[src/rtl/mem_lsu_stage.sv]
// Memory-access pipeline stage between EX and WB: valid/ready on both sides, one outstanding
// data-SRAM request, sub-word byte enables / lane replication / load extension, flush drain.
module mem_lsu_stage #(
    parameter int unsigned DW  = 32,
    parameter int unsigned AW  = 32,
    parameter int unsigned RFW = 5
) (
    input  logic             clk,
    input  logic             resetn,
    input  logic             flush,
    input  logic             ex_valid,
    output logic             ex_ready,
    input  logic [AW-1:0]    ex_pc,
    input  logic [3:0]       ex_op,
    input  logic [AW-1:0]    ex_addr,
    input  logic [DW-1:0]    ex_wdata,
    input  logic             ex_rf_we,
    input  logic [RFW-1:0]   ex_rf_waddr,
    input  logic             ex_hi_we,
    input  logic             ex_lo_we,
    input  logic [DW-1:0]    ex_hi,
    input  logic [DW-1:0]    ex_lo,
    output logic             req_valid,
    output logic             req_wr,
    output logic [AW-1:0]    req_addr,
    output logic [DW/8-1:0]  req_be,
    output logic [DW-1:0]    req_wdata,
    input  logic             req_ready,
    input  logic             rsp_valid,
    input  logic [DW-1:0]    rsp_rdata,
    output logic             wb_valid,
    input  logic             wb_ready,
    output logic [AW-1:0]    wb_pc,
    output logic             wb_rf_we,
    output logic [RFW-1:0]   wb_rf_waddr,
    output logic [DW-1:0]    wb_rf_wdata,
    output logic             wb_hi_we,
    output logic             wb_lo_we,
    output logic [DW-1:0]    wb_hi,
    output logic [DW-1:0]    wb_lo,
    output logic             wb_excp,
    output logic             fwd_we,
    output logic [RFW-1:0]   fwd_waddr,
    output logic [DW-1:0]    fwd_wdata,
    output logic             fwd_pending
);

    localparam int unsigned NB = DW / 8;
    localparam int unsigned OB = $clog2(NB);
    localparam int unsigned IW = $clog2(DW);

    localparam logic [OB-1:0] OFF_WMASK  = ~OB'(3);
    localparam logic [AW-1:0] ALIGN_MASK = ~AW'(NB - 1);

    localparam logic [2:0] S_IDLE  = 3'd0;
    localparam logic [2:0] S_REQ   = 3'd1;
    localparam logic [2:0] S_WAIT  = 3'd2;
    localparam logic [2:0] S_DONE  = 3'd3;
    localparam logic [2:0] S_DRAIN = 3'd4;

    logic [2:0]     state_q, state_d;
    logic [AW-1:0]  pc_q, pc_d;
    logic [AW-1:0]  addr_q, addr_d;
    logic           ld_q, ld_d;
    logic           sgn_q, sgn_d;
    logic [1:0]     sz_q, sz_d;
    logic           wr_q, wr_d;
    logic [NB-1:0]  be_q, be_d;
    logic [DW-1:0]  wdata_q, wdata_d;
    logic           rf_we_q, rf_we_d;
    logic [RFW-1:0] rf_waddr_q, rf_waddr_d;
    logic [DW-1:0]  rf_wdata_q, rf_wdata_d;
    logic           hi_we_q, hi_we_d;
    logic           lo_we_q, lo_we_d;
    logic [DW-1:0]  hi_q, hi_d;
    logic [DW-1:0]  lo_q, lo_d;
    logic           excp_q, excp_d;

    // Access-type decode; 64-bit codes collapse to NONE on a 32-bit datapath
    logic       ex_ld, ex_st, ex_sgn, ex_mis;
    logic [1:0] ex_sz;
    always_comb begin
        ex_ld  = 1'b0;
        ex_st  = 1'b0;
        ex_sgn = 1'b0;
        ex_sz  = 2'd0;
        case (ex_op)
            4'd1:  begin ex_ld = 1'b1; ex_sgn = 1'b1; ex_sz = 2'd0; end
            4'd2:  begin ex_ld = 1'b1; ex_sz = 2'd0; end
            4'd3:  begin ex_ld = 1'b1; ex_sgn = 1'b1; ex_sz = 2'd1; end
            4'd4:  begin ex_ld = 1'b1; ex_sz = 2'd1; end
            4'd5:  begin ex_ld = 1'b1; ex_sgn = 1'b1; ex_sz = 2'd2; end
            4'd6:  begin ex_st = 1'b1; ex_sz = 2'd0; end
            4'd7:  begin ex_st = 1'b1; ex_sz = 2'd1; end
            4'd8:  begin ex_st = 1'b1; ex_sz = 2'd2; end
            4'd9:  if (DW == 64) begin ex_ld = 1'b1; ex_sz = 2'd2; end
            4'd10: if (DW == 64) begin ex_ld = 1'b1; ex_sz = 2'd3; end
            4'd11: if (DW == 64) begin ex_st = 1'b1; ex_sz = 2'd3; end
            default: ;
        endcase
    end

    // Misalignment, byte enables and lane replication for the incoming access
    logic [OB-1:0] ex_off;
    logic [NB-1:0] ex_be;
    logic [DW-1:0] ex_wrep;
    always_comb begin
        ex_off  = ex_addr[OB-1:0];
        ex_mis  = 1'b0;
        ex_be   = '1;
        ex_wrep = ex_wdata;
        case (ex_sz)
            2'd0: begin
                ex_be   = NB'(1) << ex_off;
                ex_wrep = {NB{ex_wdata[7:0]}};
            end
            2'd1: begin
                ex_mis  = ex_addr[0];
                ex_be   = NB'(3) << ex_off;
                ex_wrep = {(NB/2){ex_wdata[15:0]}};
            end
            2'd2: begin
                ex_mis  = |ex_addr[1:0];
                ex_be   = NB'(4'hF) << (ex_off & OFF_WMASK);
                ex_wrep = {(NB/4){ex_wdata[31:0]}};
            end
            default: ex_mis = |ex_addr[2:0];
        endcase
        if (!(ex_ld || ex_st)) ex_mis = 1'b0;
    end

    // Load lane select and sign/zero extension of the response
    logic [OB-1:0] ld_off;
    logic [DW-1:0] ld_shift, ld_mask, ld_data;
    logic [IW-1:0] ld_msb;
    always_comb begin
        ld_off   = addr_q[OB-1:0];
        ld_shift = rsp_rdata >> {ld_off, 3'b000};
        case (sz_q)
            2'd0:    begin ld_mask = DW'(8'hFF);         ld_msb = IW'(7);  end
            2'd1:    begin ld_mask = DW'(16'hFFFF);      ld_msb = IW'(15); end
            2'd2:    begin ld_mask = DW'(32'hFFFF_FFFF); ld_msb = IW'(31); end
            default: begin ld_mask = '1;                 ld_msb = IW'(DW - 1); end
        endcase
        ld_data = (ld_shift & ld_mask) | ((sgn_q && ld_shift[ld_msb]) ? ~ld_mask : '0);
    end

    logic accept;
    assign ex_ready = ((state_q == S_IDLE) || ((state_q == S_DONE) && wb_ready)) && !flush;
    assign accept   = ex_valid && ex_ready;

    // Next-state and payload update; flush outranks every other event
    always_comb begin
        state_d    = state_q;
        pc_d       = pc_q;
        addr_d     = addr_q;
        ld_d       = ld_q;
        sgn_d      = sgn_q;
        sz_d       = sz_q;
        wr_d       = wr_q;
        be_d       = be_q;
        wdata_d    = wdata_q;
        rf_we_d    = rf_we_q;
        rf_waddr_d = rf_waddr_q;
        rf_wdata_d = rf_wdata_q;
        hi_we_d    = hi_we_q;
        lo_we_d    = lo_we_q;
        hi_d       = hi_q;
        lo_d       = lo_q;
        excp_d     = excp_q;
        case (state_q)
            S_IDLE: ;
            S_REQ: begin
                if (flush)          state_d = req_ready ? S_DRAIN : S_IDLE;
                else if (req_ready) state_d = S_WAIT;
            end
            S_WAIT: begin
                if (flush) begin
                    state_d = rsp_valid ? S_IDLE : S_DRAIN;
                end else if (rsp_valid) begin
                    state_d = S_DONE;
                    if (ld_q) rf_wdata_d = ld_data;
                end
            end
            S_DONE:  if (flush || wb_ready) state_d = S_IDLE;
            S_DRAIN: if (rsp_valid) state_d = S_IDLE;
            default: state_d = S_IDLE;
        endcase
        if (accept) begin
            state_d    = (ex_mis || !(ex_ld || ex_st)) ? S_DONE : S_REQ;
            pc_d       = ex_pc;
            addr_d     = ex_addr;
            ld_d       = ex_ld && !ex_mis;
            sgn_d      = ex_sgn;
            sz_d       = ex_sz;
            wr_d       = ex_st;
            be_d       = ex_be;
            wdata_d    = ex_wrep;
            rf_we_d    = ex_rf_we && !ex_mis && !ex_st;
            rf_waddr_d = ex_rf_waddr;
            rf_wdata_d = (ex_ld || ex_st) ? '0 : DW'(ex_addr);
            hi_we_d    = ex_hi_we;
            lo_we_d    = ex_lo_we;
            hi_d       = ex_hi;
            lo_d       = ex_lo;
            excp_d     = ex_mis;
        end
    end

    always_ff @(posedge clk or negedge resetn) begin
        if (!resetn) begin
            state_q    <= S_IDLE;
            pc_q       <= '0;
            addr_q     <= '0;
            ld_q       <= 1'b0;
            sgn_q      <= 1'b0;
            sz_q       <= 2'd0;
            wr_q       <= 1'b0;
            be_q       <= '0;
            wdata_q    <= '0;
            rf_we_q    <= 1'b0;
            rf_waddr_q <= '0;
            rf_wdata_q <= '0;
            hi_we_q    <= 1'b0;
            lo_we_q    <= 1'b0;
            hi_q       <= '0;
            lo_q       <= '0;
            excp_q     <= 1'b0;
        end else begin
            state_q    <= state_d;
            pc_q       <= pc_d;
            addr_q     <= addr_d;
            ld_q       <= ld_d;
            sgn_q      <= sgn_d;
            sz_q       <= sz_d;
            wr_q       <= wr_d;
            be_q       <= be_d;
            wdata_q    <= wdata_d;
            rf_we_q    <= rf_we_d;
            rf_waddr_q <= rf_waddr_d;
            rf_wdata_q <= rf_wdata_d;
            hi_we_q    <= hi_we_d;
            lo_we_q    <= lo_we_d;
            hi_q       <= hi_d;
            lo_q       <= lo_d;
            excp_q     <= excp_d;
        end
    end

    logic busy;
    assign busy = (state_q == S_REQ) || (state_q == S_WAIT) || (state_q == S_DONE);

    assign req_valid   = (state_q == S_REQ);
    assign req_wr      = wr_q;
    assign req_addr    = addr_q & ALIGN_MASK;
    assign req_be      = be_q;
    assign req_wdata   = wdata_q;
    assign wb_valid    = (state_q == S_DONE);
    assign wb_pc       = pc_q;
    assign wb_rf_we    = rf_we_q;
    assign wb_rf_waddr = rf_waddr_q;
    assign wb_rf_wdata = rf_wdata_q;
    assign wb_hi_we    = hi_we_q;
    assign wb_lo_we    = lo_we_q;
    assign wb_hi       = hi_q;
    assign wb_lo       = lo_q;
    assign wb_excp     = excp_q;
    assign fwd_we      = busy && rf_we_q && !excp_q;
    assign fwd_waddr   = rf_waddr_q;
    assign fwd_wdata   = rf_wdata_q;
    assign fwd_pending = ld_q && ((state_q == S_REQ) || (state_q == S_WAIT));

endmodule
[config.mk]
export PLATFORM = sky130hd
export DESIGN_NAME = mem_lsu_stage
export DESIGN_NICKNAME = d
export VERILOG_FILES = /design/src/rtl/mem_lsu_stage.sv
export SDC_FILE = /design/constraint.sdc
export NUM_CORES = 1
export LEC_CHECK = 0
export BUFFER_PORTS_ARGS = -buffer_cell sky130_fd_sc_hd__buf_4
export CAP_MARGIN = 10
export CORE_AREA = 4 4 175 177
export DETAILED_ROUTE_END_ITERATION = 8
export DIE_AREA = 0 0 179 181
export GPL_ROUTABILITY_DRIVEN = 1
export MAX_ROUTING_LAYER = met4
export PLACE_DENSITY = 0.73
export SYNTH_ARGS = -nofsm -noshare
export SYNTH_HDL_FRONTEND = slang
export SYNTH_SLANG_ARGS = --single-unit
[constraint.sdc]
create_clock -name clk -period 2.5 [get_ports clk]
set_clock_uncertainty 0.05 [all_clocks]
set_input_delay 0.375 -clock clk [delete_from_list [all_inputs] [get_ports clk]]
set_output_delay 0.375 -clock clk [all_outputs]
set_load 0.1 [all_outputs]
==> impl_metrics.toml <==
[global_routing]
grt_pass1_wl_um = 55100
antenna_found_initial = 0
grt_util_all_layers_pct = 22.1
grt_max_degree = 94
grt_overflow = 0
grt_pass1_vias = 10000

[cells_and_area]
n_fill_cell = 2567
antenna_cells = 0
area_delta_synth_final_pct = 51.6
drive_gt1_share_pct = 34.9
final_nets = 1795
final_cell_area_mm2 = 0.0152

[sta]
finalSetupTns_ns = 0
period_needed_ns = 2.33
finalCritPeriodShare_pct = 93.1
rsz0062_at_grt = "no"
hold_viol_final = 0
worstMarginPinSlew_ns = 0.697
maxSlewHeadroom_pct = 53.2
finalSetupViolCount = 0
fmax_mhz = 430
drv_slew = 0

[synthesis]
synth_area_mm2 = 0.0100
synth-main-ff-cell = "dfrtp_1"
yosysTopAreaCellShare_pct = 53.2
synth-seq-cells = 213
synth_warnings = 0
synth-async-reset-ratio_pct = 100
ys_top_cells_by_area = "dfrtp_1, nand2_1, buf_4"
synth.distinct_cells = 56
yosys.area.top_type = "dfrtp_1"
synthCells = 1112
synth.most_common_cell = "nand2_1"
syn_area_per_cell_um2 = 9.00
synth.yosys.seq_area_share_pct = 53.2
synth_edf_count = 0
synthTopCellsByCount = "nand2_1, dfrtp_1, buf_4"

[drt]
vias_per_cell = 4.89
wl_per_cell_um = 18.3
drt_iter0_markers = 540
drt_wl_total_um = 36400
vias = 9732
drc = 0
postRouteAntennaNets = 0
drt-pass1-iter-count = 5

[worst_setup_path]
r2r_end = "fwd_wdata[31]"
worstPathMaxFanout = 12
worst_ep_required_time_ns = 2.08
critPathSlowestCell = "dfrtp_1"
worstSetupStartpointType = "flip-flop"
worstPathArrival_ns = 1.90
cp_cell_sequence = "or2_1 -> a21boi_1 -> buf_4"
r2r_slack_ns = 0.30
crit_type = "reg -> out"
r2r_start = "state_q[0]"
worstSetupEndpointType = "primary output"
slowest_delay_ns = 0.51
reg2reg_depth = 5

[die]
dieHeight_um = 181
die_area_mm2 = 0.0324
pin_count = 459
coreArea_mm2 = 0.0292
start_util_pct = 34.2
die_w_um = 179
rows = 63

[clocking]
cts_max_level = 1
numCtsBuffers = 24
cts_root_buf = "clkbuf_16"
clock_path_buffers = 3
clk_pin_slew_ns = 0.06
cts_num_sinks = 213
worstSkewPairLatency_ns = 0.52
tritoncts = "yes"
postCtsSetupBuffers = 0

[worst_hold_path]
whs_path_depth = 3
hold_class = "in -> reg"
min_from = "ex_lo_we"
min_to = "wb_lo_we"

[place]
io_buffers = 456
gp_congestion = 0.900
place_area_mm2 = 0.0134
dp_hpwl_um = 26400

[flow_run]
drv_cap = 0

[run_status]
outcome = "finished clean"
## registers in the layout (all words and copies together), names as in the netlist, 3 cells and up
name       flops
addr_q        32
fwd_wdata     32
req_wdata     32
wb_hi         32
wb_lo         32
wb_pc         32
fwd_waddr      5
req_be         4
state_q        3
## metrics by stage
step / worst slack, ns / cells / hold slack (ns) / util, %
detailed placement: 0.310 / 1853 / 0.247 / 45.7
finish: 0.172 / 1990 / 0.0148 / 51.9
global route: 0.0626 / 1990 / 0.0122 / 51.9
floorplan: -0.0963 / 1113 / 0.0294 / -
CTS: 0.0928 / 1990 / 0.000545 / 51.9
global placement: 0.329 / 1853 / 0.250 / 45.7
## cells by family after synthesis
family                 Yosys count  synth area share (%)
AO/OA/AOI/OAI                  116                  7.84
XOR/XNOR                         1                0.0875
buffers and inverters          143                  9.45
flip-flops                     213                  53.2
multiplexers                    47                  5.16
other                            1                0.0375
AND/OR/NAND/NOR                591                  24.2
## critical path, delay by kind of cell, from the launching register on
kind            cells  cell delay (ns)
flops               1             0.51
compound gates      1             0.17
simple gates        1             0.39
buf+inv             1             0.32
## final cells by class
| cell class | count | area (um^2) | area share (%) |
|---|---|---|---|
| Sequential cell | 213 | 5330 | 35.1 |
| Tap cell | 390 | 488 | 3.21 |
| Multi-Input combinational cell | 757 | 3780 | 24.9 |
| Clock inverter | 12 | 185 | 1.22 |
| Inverter | 2 | 7.51 | 0.0494 |
| Timing Repair Buffer | 586 | 4710 | 31.0 |
| Clock buffer | 30 | 684 | 4.51 |
## routing by layer
layer	share of wire (%)	wire length (um)	GRT usage [%]	up-vias
met5	0	0	-	-
met4	3.7	1330	7.80	0
met3	8.8	3220	4.69	77
met2	50	18000	37.6	475
met1	38	13800	25.6	4680
li1	-	-	-	4500
## cells in the final DEF, fill, tap and decap left out, types with 2 or more instances in the layout
cell / netlist / layout
a22oi_1: 16 / 16
or3b_1: 2 / 2
a211oi_1: 12 / 12
or2_2: 2 / 2
bufinv_16: 0 / 5
nor2_2: 2 / 2
a31oi_1: 17 / 17
nand2b_1: 5 / 5
mux2i_1: 37 / 37
or2_1: 2 / 2
buf_4: 93 / 485
dlygate4sd3_1: 0 / 95
mux2_2: 7 / 7
nor3_1: 14 / 14
a21oi_1: 21 / 20
conb_1: 1 / 2
buf_12: 0 / 5
nor2_1: 26 / 26
nand2_1: 487 / 487
clkbuf_8: 0 / 4
a32oi_1: 4 / 4
inv_1: 2 / 2
a221oi_1: 2 / 2
nand3b_1: 4 / 4
and3_1: 2 / 2
dfrtp_1: 213 / 213
nor2b_1: 2 / 2
mux4_2: 3 / 3
clkinv_2: 0 / 7
a21oi_2: 2 / 2
nor3b_1: 4 / 3
o31ai_1: 2 / 2
clkbuf_16: 0 / 25
o21ai_1: 18 / 18
and3b_1: 2 / 2
o2bb2ai_1: 7 / 7
o21ai_0: 4 / 4
nand3_1: 27 / 26
## what timing repair did
action	in CTS	in global routing
hold endpoints to repair	133	0
endpoints found under the setup margin	0	1
resized for setup	0	1
hold buffers	95	0
## worst max-delay path by stage
stage | startpoint | end | cells after the start
2_1_floorplan | state_q[1] | ex_ready | 3
5_1_grt | state_q[1] | ex_ready | 3
6_report | state_q[1] | ex_ready | 3
3_3_place_gp | flush | fwd_wdata[31] | 6
4_1_cts | state_q[0] | ex_ready | 3
3_5_place_dp | state_q[0] | fwd_wdata[26] | 5
Power is left out: the tool's default activity adds up to more than one toggle a clock period on the data nets, which glitch-free logic cannot reach.
